$ cat src/rtl/mem_arbiter_if.sv
// mem_arbiter_if: shared types and the request/RAM bundle for mem_arbiter.
// The optional performance counters (macro MEM_ARBITER_PERF_EN) are plain
// ports on mem_arbiter and are not part of this bundle.

package mem_arbiter_pkg;
  typedef logic [31:0] word_t;

  typedef enum logic [1:0] {
    FREE   = 2'd0,
    BUSY   = 2'd1,
    ACCESS = 2'd2,
    ERROR  = 2'd3
  } ramstate_t;
endpackage

interface mem_arbiter_if;
  import mem_arbiter_pkg::*;

  // Datapath request side
  logic      iREN;
  word_t     iaddr;
  logic      dREN;
  logic      dWEN;
  word_t     daddr;
  word_t     dstore;
  logic      ihit;
  logic      dhit;
  word_t     iload;
  word_t     dload;
  logic      merr;

  // RAM side
  word_t     ramload;
  ramstate_t ramstate;
  logic      ramREN;
  logic      ramWEN;
  word_t     ramaddr;
  word_t     ramstore;

  // Arbiter view
  modport slave (
    input  iREN, iaddr, dREN, dWEN, daddr, dstore, ramload, ramstate,
    output ihit, dhit, iload, dload, merr, ramREN, ramWEN, ramaddr, ramstore
  );

  // Datapath + RAM model view
  modport master (
    output iREN, iaddr, dREN, dWEN, daddr, dstore, ramload, ramstate,
    input  ihit, dhit, iload, dload, merr, ramREN, ramWEN, ramaddr, ramstore
  );
endinterface

$ cat src/rtl/mem_arbiter.sv
// mem_arbiter: shares one RAM port between instruction fetch and data access.
// Data has fixed priority over fetch; a starvation counter forces a fetch
// through after STARVE_MAX consecutive data grants with fetch pending.
// RAM strobes/address/store data are registered; hit/merr strobes and load
// data are combinational in the completing cycle.
// Optional macro MEM_ARBITER_PERF_EN adds icount/dcount/waitcount outputs.

module mem_arbiter
  import mem_arbiter_pkg::*;
#(
  parameter int unsigned STARVE_MAX = 4
) (
  input  logic           CLK,
  input  logic           RST,
  mem_arbiter_if.slave   bus
`ifdef MEM_ARBITER_PERF_EN
  ,
  output logic [31:0]    icount,
  output logic [31:0]    dcount,
  output logic [31:0]    waitcount
`endif
);

  typedef enum logic [1:0] {
    IDLE   = 2'd0,
    DGRANT = 2'd1,
    IGRANT = 2'd2
  } state_t;

  localparam logic [3:0] STARVE_LIM = 4'(STARVE_MAX);

  state_t     state;
  logic [3:0] starve_cnt;
  logic       data_req;
  logic       ram_done;

  assign data_req = bus.dREN | bus.dWEN;
  assign ram_done = (bus.ramstate == ACCESS) || (bus.ramstate == ERROR);

  // Grant FSM with registered RAM strobes, address and store data
  always_ff @(posedge CLK) begin
    if (RST) begin
      state        <= IDLE;
      starve_cnt   <= '0;
      bus.ramREN   <= 1'b0;
      bus.ramWEN   <= 1'b0;
      bus.ramaddr  <= '0;
      bus.ramstore <= '0;
    end else begin
      unique case (state)
        IDLE: begin
          if (data_req && (starve_cnt < STARVE_LIM)) begin
            state        <= DGRANT;
            bus.ramaddr  <= bus.daddr;
            bus.ramstore <= bus.dstore;
            bus.ramREN   <= bus.dREN;
            bus.ramWEN   <= bus.dWEN;
            // Only data grants that overtake a waiting fetch count as starvation
            if (bus.iREN) begin
              if (starve_cnt != STARVE_LIM) starve_cnt <= starve_cnt + 4'd1;
            end else begin
              starve_cnt <= '0;
            end
          end else if (bus.iREN) begin
            state       <= IGRANT;
            bus.ramaddr <= bus.iaddr;
            bus.ramREN  <= 1'b1;
            bus.ramWEN  <= 1'b0;
            starve_cnt  <= '0;
          end else begin
            bus.ramREN <= 1'b0;
            bus.ramWEN <= 1'b0;
            starve_cnt <= '0;
          end
        end

        DGRANT: begin
          if (ram_done) begin
            state      <= IDLE;
            bus.ramREN <= 1'b0;
            bus.ramWEN <= 1'b0;
          end
        end

        IGRANT: begin
          // A flushed fetch abandons the access even if the RAM is still busy
          if (ram_done || !bus.iREN) begin
            state      <= IDLE;
            bus.ramREN <= 1'b0;
            bus.ramWEN <= 1'b0;
          end
        end

        default: begin
          state      <= IDLE;
          bus.ramREN <= 1'b0;
          bus.ramWEN <= 1'b0;
        end
      endcase
    end
  end

  // Completion strobes and load data in the cycle the RAM finishes
  always_comb begin
    bus.ihit  = 1'b0;
    bus.dhit  = 1'b0;
    bus.merr  = 1'b0;
    bus.iload = '0;
    bus.dload = '0;
    // An access interrupted by reset is abandoned, so it may not complete now
    if (!RST) begin
      unique case (state)
        DGRANT: begin
          if (bus.ramstate == ACCESS) begin
            bus.dhit  = 1'b1;
            bus.dload = bus.ramload;
          end else if (bus.ramstate == ERROR) begin
            bus.merr = 1'b1;
          end
        end
        IGRANT: begin
          if (bus.iREN) begin
            if (bus.ramstate == ACCESS) begin
              bus.ihit  = 1'b1;
              bus.iload = bus.ramload;
            end else if (bus.ramstate == ERROR) begin
              bus.merr = 1'b1;
            end
          end
        end
        default: ;
      endcase
    end
  end

`ifdef MEM_ARBITER_PERF_EN
  // Completed access and wait-state counters, wrapping modulo 2^32
  always_ff @(posedge CLK) begin
    if (RST) begin
      icount    <= '0;
      dcount    <= '0;
      waitcount <= '0;
    end else begin
      if (bus.ihit) icount <= icount + 32'd1;
      if (bus.dhit) dcount <= dcount + 32'd1;
      if ((state != IDLE) && (bus.ramstate == BUSY)) waitcount <= waitcount + 32'd1;
    end
  end
`endif

endmodule
$ cat src/flat_wrapper.sv
// flat-port wrapper written by rule: the top's interface ports become plain ports
module mem_arbiter_flat import mem_arbiter_pkg::*;
#(
  parameter int unsigned STARVE_MAX = 4
)
  (CLK, RST, bus_iREN, bus_iaddr, bus_dREN, bus_dWEN, bus_daddr, bus_dstore, bus_ramload, bus_ramstate, bus_ihit, bus_dhit, bus_iload, bus_dload, bus_merr, bus_ramREN, bus_ramWEN, bus_ramaddr, bus_ramstore);
  mem_arbiter_if bus_i ();
  input  logic CLK;
  input  logic RST;
  input wire logic [$bits(bus_i.iREN)-1:0] bus_iREN;
  input wire logic [$bits(bus_i.iaddr)-1:0] bus_iaddr;
  input wire logic [$bits(bus_i.dREN)-1:0] bus_dREN;
  input wire logic [$bits(bus_i.dWEN)-1:0] bus_dWEN;
  input wire logic [$bits(bus_i.daddr)-1:0] bus_daddr;
  input wire logic [$bits(bus_i.dstore)-1:0] bus_dstore;
  input wire logic [$bits(bus_i.ramload)-1:0] bus_ramload;
  input wire logic [$bits(bus_i.ramstate)-1:0] bus_ramstate;
  output wire logic [$bits(bus_i.ihit)-1:0] bus_ihit;
  output wire logic [$bits(bus_i.dhit)-1:0] bus_dhit;
  output wire logic [$bits(bus_i.iload)-1:0] bus_iload;
  output wire logic [$bits(bus_i.dload)-1:0] bus_dload;
  output wire logic [$bits(bus_i.merr)-1:0] bus_merr;
  output wire logic [$bits(bus_i.ramREN)-1:0] bus_ramREN;
  output wire logic [$bits(bus_i.ramWEN)-1:0] bus_ramWEN;
  output wire logic [$bits(bus_i.ramaddr)-1:0] bus_ramaddr;
  output wire logic [$bits(bus_i.ramstore)-1:0] bus_ramstore;
  assign bus_i.iREN = bus_iREN;
  assign bus_i.iaddr = bus_iaddr;
  assign bus_i.dREN = bus_dREN;
  assign bus_i.dWEN = bus_dWEN;
  assign bus_i.daddr = bus_daddr;
  assign bus_i.dstore = bus_dstore;
  assign bus_i.ramload = bus_ramload;
  assign bus_i.ramstate = bus_ramstate;
  assign bus_ihit = bus_i.ihit;
  assign bus_dhit = bus_i.dhit;
  assign bus_iload = bus_i.iload;
  assign bus_dload = bus_i.dload;
  assign bus_merr = bus_i.merr;
  assign bus_ramREN = bus_i.ramREN;
  assign bus_ramWEN = bus_i.ramWEN;
  assign bus_ramaddr = bus_i.ramaddr;
  assign bus_ramstore = bus_i.ramstore;
  mem_arbiter #(.STARVE_MAX(STARVE_MAX)) u_core (.CLK(CLK), .RST(RST), .bus(bus_i));
endmodule
$ cat config.mk
export PLATFORM = sky130hd
export DESIGN_NAME = mem_arbiter_flat
export DESIGN_NICKNAME = d
export VERILOG_FILES = /design/src/rtl/mem_arbiter_if.sv /design/src/rtl/mem_arbiter.sv /design/src/flat_wrapper.sv
export SDC_FILE = /design/constraint.sdc
export NUM_CORES = 1
export LEC_CHECK = 0
export ABC_CLOCK_PERIOD_IN_PS = 5600
export CORE_MARGIN = 4
export CORE_UTILIZATION = 45
export CTS_BUF_LIST = sky130_fd_sc_hd__clkbuf_8
export DETAILED_ROUTE_END_ITERATION = 10
export DONT_BUFFER_PORTS = 1
export PLACE_DENSITY = 0.65
export SETUP_SLACK_MARGIN = 0.02
export SKIP_LAST_GASP = 1
export SLEW_MARGIN = 30
export SYNTH_ARGS = -nofsm -noshare
export SYNTH_HDL_FRONTEND = slang
export SYNTH_SLANG_ARGS = --single-unit
export TNS_END_PERCENT = 20
$ cat constraint.sdc
create_clock -name CLK -period 5.6 [get_ports CLK]
set_input_delay 1.68 -clock CLK [delete_from_list [all_inputs] [get_ports CLK]]
set_output_delay 1.68 -clock CLK [all_outputs]
set_load 0.05 [all_outputs]
=== Yosys cells after proc, flatten, opt, wreduce, memory -nomap -nowiden ===
Cells that the tools add are included.

* Add/subtract/negate cells: 1
* Mux-type cells: 34
* Eq/ne operators: 9
* Bitwise operators: 1
* Order comparisons: 1
* Reductions and logical operators: 11

{| class="wikitable"
|+ Operators by type and width
! cell !! count
|-
| 2-to-1 mux 32 bit || 8
|-
| 2-to-1 mux 1 bit || 15
|-
| 2-to-1 mux 4 bit || 3
|-
| 2-to-1 mux 2 bit || 4
|-
| AND reduction 2 bit || 4
|-
| equality test 2 bit, second input constant || 3
|-
| one-hot mux 1 bit (3 select lines) || 2
|-
| one-hot mux 2 bit (3 select lines) || 1
|-
| adder 4 x 1 -> 4 bit, second input constant || 1
|-
| less-than comparator 4 x 3 -> 1 bit, second input constant || 1
|-
| inequality test 2 x 1 -> 1 bit, second input constant || 2
|-
| inequality test 4 x 3 -> 1 bit, second input constant || 1
|-
| inequality test 3 x 2 -> 1 bit, second input constant || 1
|-
| inequality test 3 bit, second input constant || 1
|-
| AND reduction 3 bit || 1
|-
| equality test 2 x 1 -> 1 bit, second input constant || 1
|-
| zero test 2 bit || 1
|-
| logical OR 1 bit || 2
|-
| one-hot mux 1 bit (2 select lines) || 1
|-
| nonzero test 2 bit || 1
|-
| logical AND 1 bit || 1
|-
| zero test 1 bit || 1
|-
| bitwise OR 1 bit || 1
|}

* Bits in registers: 72
* Output and inout bits: 133
* Logic and storage cells: 63

=== Longest topological paths before layout ===
* Word-level depth: 6
* Gate-level depth with buffers: 7

=== Worst setup path after synthesis ===
No wires, ideal clock.

* Kind: input to output
* From: in bus_iREN
* To: out bus_iload[22]
* Path slack: 718 ps
* Cell stages on the path: 4
* Data arrival time: 3,202 ps
* Cell sequence: nand2_1 nor4b_2 clkbuf_1 and2_1

* Word-level cells in the longest chain between the ends: 3

{| class="wikitable"
|+ RTL lines
! what !! line !! source
|-
| from (decl) || flat_wrapper.sv:10 || <nowiki>input wire logic [$bits(bus_i.iREN)-1:0] bus_iREN;</nowiki>
|-
| 2-to-1 mux 32 bit || mem_arbiter.sv:122 || <nowiki>if (bus.iREN) begin</nowiki>
|-
| 2-to-1 mux 32 bit || mem_arbiter.sv:112 || <nowiki>unique case (state)</nowiki>
|-
| 2-to-1 mux 32 bit || mem_arbiter.sv:111 || <nowiki>if (!RST) begin</nowiki>
|-
| to (decl) || flat_wrapper.sv:20 || <nowiki>output wire logic [$bits(bus_i.iload)-1:0] bus_iload;</nowiki>
|}

No other way between the ends.

=== Worst setup path after layout ===
* From: in RST
* To: out bus_dload[25]

* Word-level cells in the longest chain between the ends: 1

{| class="wikitable"
|+ RTL lines
! what !! line !! source
|-
| from (decl) || flat_wrapper.sv:9 || <nowiki>input logic RST;</nowiki>
|-
| 2-to-1 mux 32 bit || mem_arbiter.sv:111 ||
|-
| to (decl) || flat_wrapper.sv:21 || <nowiki>output wire logic [$bits(bus_i.dload)-1:0] bus_dload;</nowiki>
|}

No other way between the ends.

==> metrics.md <==
| Metric | Value |
|---|---|
| Outcome | `complete, no violations` |
| Core area | `0.00924 mm2` |
| Largest family of logic cells by synthesized area | `compound AO/OA/AOI/OAI gates` |
| Leakage | `0.00145 uW` |
| Share of cells above drive strength 1 | `7.73%` |
| Final-report hold violation count | `0` |
| Synth Area in Compound Gates | `34.9%` |
| Dpl hpwl | `9210 um` |
| Main synth FF type | `dfxtp_1` |
| Root Driver | `clkbuf_8` |
| Vias per cell | `6.93` |
| Ys async rst share | `0%` |
| Min Tclk post-route | `4.70 ns` |
| Post-synthesis adder-cell area fraction | `1.46%` |
| Fin Setup TNS | `0 ns` |
| Crit Path Category | `in2out` |
| Worst setup EP type | `output port` |
| CTS sink cnt | `72` |
| Row count | `35` |
| Final count of negative-setup-slack endpoints | `0` |
| Total grt overflow | `0` |
| Max Fclk | `213 MHz` |
| Layout fillers | `890` |
| Post-synthesis simple-gate area fraction | `22.2%` |
| Cell count after synthesis | `516` |
| RSZ-0062 raised after global routing | `false` |
| CP required | `3.92 ns` |
| Slew @ Worst Pin | `0.714 ns` |
| Total power | `1560 uW` |
| Drc violations | `0` |
| Area growth syn-to-layout | `4.55%` |
| Mux cell area share after synthesis | `0%` |
| Critical Path, Cell by Cell | `and4bb_2, and2_1` |
| Share of the synthesized area in the top cell type | `33.6%` |
| Vias in the first global route | `3,820` |
| Clk_skew | `0.0119 ns` |
| Post-synth top area cell | `dfxtp_1` |
| Slowest stage delay, CP | `0.76 ns` |
| CTS max path bufs | `2` |
| Initial DRT Pass Iterations | `5` |
| Worst-skew pair later-pin latency | `0.34 ns` |
| Netlist cell types | `37` |
| Antenna Violating Nets Remaining | `0` |
| Die H | `106 um` |
| Top delay family on crit path | `simple AND/OR/NAND/NOR gates` |
| Synth Area in XOR/XNOR | `0%` |
| N_diodes | `0` |
| # hold bufs at CTS | `0` |
| PortBufs | `0` |
| Crit path max fanout | `78` |
| Slew Limit Fails | `0` |
| Initial antenna violation count | `0` |
| Global-route wire length before repair | `21,700 um` |
| Final net count | `601` |
| Syn Nets | `656` |
| Die width | `106 um` |
| CP max-delay cell | `and4bb_2` |
| Max-Cap Viols | `0` |
| Clock Pin Slew Worst Setup and Hold Paths | `0.07 ns` |
| EDFF count, synth | `0` |
| Die Footprint | `0.0111 mm2` |
| Post_cts resized | `0` |
| Worst EP arrival | `3.02 ns` |
| Peak supply drop | `0.152 mV` |
| H-tree levels | `3` |
| GRT Resource Usage Total | `23.5%` |
| Via count | `4,125` |
| HP Class | `reg2reg` |
| Post-synthesis register bit count | `72` |
| Post-Syn Area | `0.00429 mm2` |
| Ports | `268` |
| Routability cong. | `0.757` |
| Synth top area cells | `dfxtp_1 34%, and2_1 9.3%, o2111ai_1 6.7%` |
| Sequential fraction of the synthesis area | `33.6%` |
| Mean post-synth cell area | `8.30 um2` |
| Initial core utilization | `46.4%` |
| Largest net degree at the start of global routing | `108` |
| Num CTS Buffers | `9` |
| CP Launch Type | `primary input` |
| DR iter-0 viols | `372` |
| Worst path buffer plus inverter count | `0` |
| Fin crit share | `83.9%` |
| DR WL/cell | `23.5 um` |
| Max_slew headroom | `52.4%` |
| DRT Wirelength | `14,000 um` |
| CTS tree | `done` |
| Yosys warnings | `0` |
| Post-CTS setup buffer count | `0` |
| Pwr/cell area | `349 mW/mm2` |
## layout by cell type, fill, tap and decap left out, drive strengths merged, types with 2 or more instances in the layout
cell type  count
dfxtp         72
and2          64
a21oi         36
o2111ai       33
nor2b         33
a31oi         33
nand4         33
o211ai        32
a41oi         32
o31ai         32
clkbuf        10
buf            9
inv            8
ha             5
nand2          4
nor2           4
or2            3
nand2b         2
o21ai          2
clkinvlp       2
bufinv         2
## layer usage
| layer | wire (um) | vias to the layer above | share of wire (%) | GRT usage, % |
|---|---|---|---|---|
| li1 | - | 1900 | - | - |
| met1 | 5890 | 2022 | 42 | 32.3 |
| met2 | 6770 | 197 | 48 | 36.7 |
| met3 | 1240 | 6 | 8.9 | 7.84 |
| met4 | 89 | 0 | 0.64 | 3.61 |
| met5 | 0 | - | 0 | 0 |
## logic make-up after synthesis
group,count (synthesis)
fa+ha+maj,5
simple gates,151
flops,72
buf+inv,82
compound gates,206
## Yosys cell counts, types with 2 or more instances
master and n:
o211ai_1 32, a31oi_1 33, dfxtp_1 72, nand4_1 33, and2_1 64, nor2b_1 33, nor2_1 4, o21ai_0 2
inv_1 5, ha_1 5, nand2b_1 2, o2111ai_1 33, a21oi_1 36, clkbuf_1 51, or2_2 2, nand2_1 4
o31ai_1 32, buf_2 23, a41oi_1 32
## sequential cells by signal, summed over array words and instances, names as in the netlist
| signal | count |
|---|---|
| u_core.bus.ramREN | 1 |
| u_core.bus.ramWEN | 1 |
| u_core.bus.ramaddr | 32 |
| u_core.bus.ramstore | 32 |
| u_core.starve_cnt | 4 |
| u_core.state | 2 |
## cell type report
class,count,area [um2],area share [%]
Multi-Input combinational cell,362,2550,56.8
Sequential cell,72,1440,32.2
Tap cell,129,161,3.60
Clock buffer,10,138,3.07
Clock inverter,6,83.8,1.87
Timing Repair Buffer,9,83.8,1.87
Inverter,7,26.3,0.586
## power by group
part	total, uW	switching (uW)	internal [uW]
combinational	285	184	101
clock	460	200	261
sequential	818	247	572
total	1560	631	933
## through the flow
| step | cell area [um2] | setup slack (ns) | utilization, % | hold slack [ns] | instances |
|---|---|---|---|---|---|
| floorplan | 4290 | 0.718 | - | 0.449 | 516 |
| global placement | 4240 | 0.957 | 45.8 | 0.453 | 578 |
| detailed placement | 4260 | 0.918 | 46.1 | 0.465 | 579 |
| CTS | 4480 | 0.916 | 48.4 | 0.476 | 595 |
| global route | 4480 | 0.808 | 48.5 | 0.500 | 595 |
| finish | 4480 | 0.902 | 48.5 | 0.476 | 595 |
## final timing paths
path / slack (ns) / startpoint / cells after the start / to
max: 0.90 / RST / 2 / bus_dload[25]
min: 0.48 / u_core.starve_cnt[1] / 2 / u_core.starve_cnt[1]
max reg2reg: 3.43 / u_core.state[1] / 6 / u_core.starve_cnt[1]
min reg2reg: 0.48 / u_core.starve_cnt[1] / 2 / u_core.starve_cnt[1]
Power figures use the tool's default switching activity.
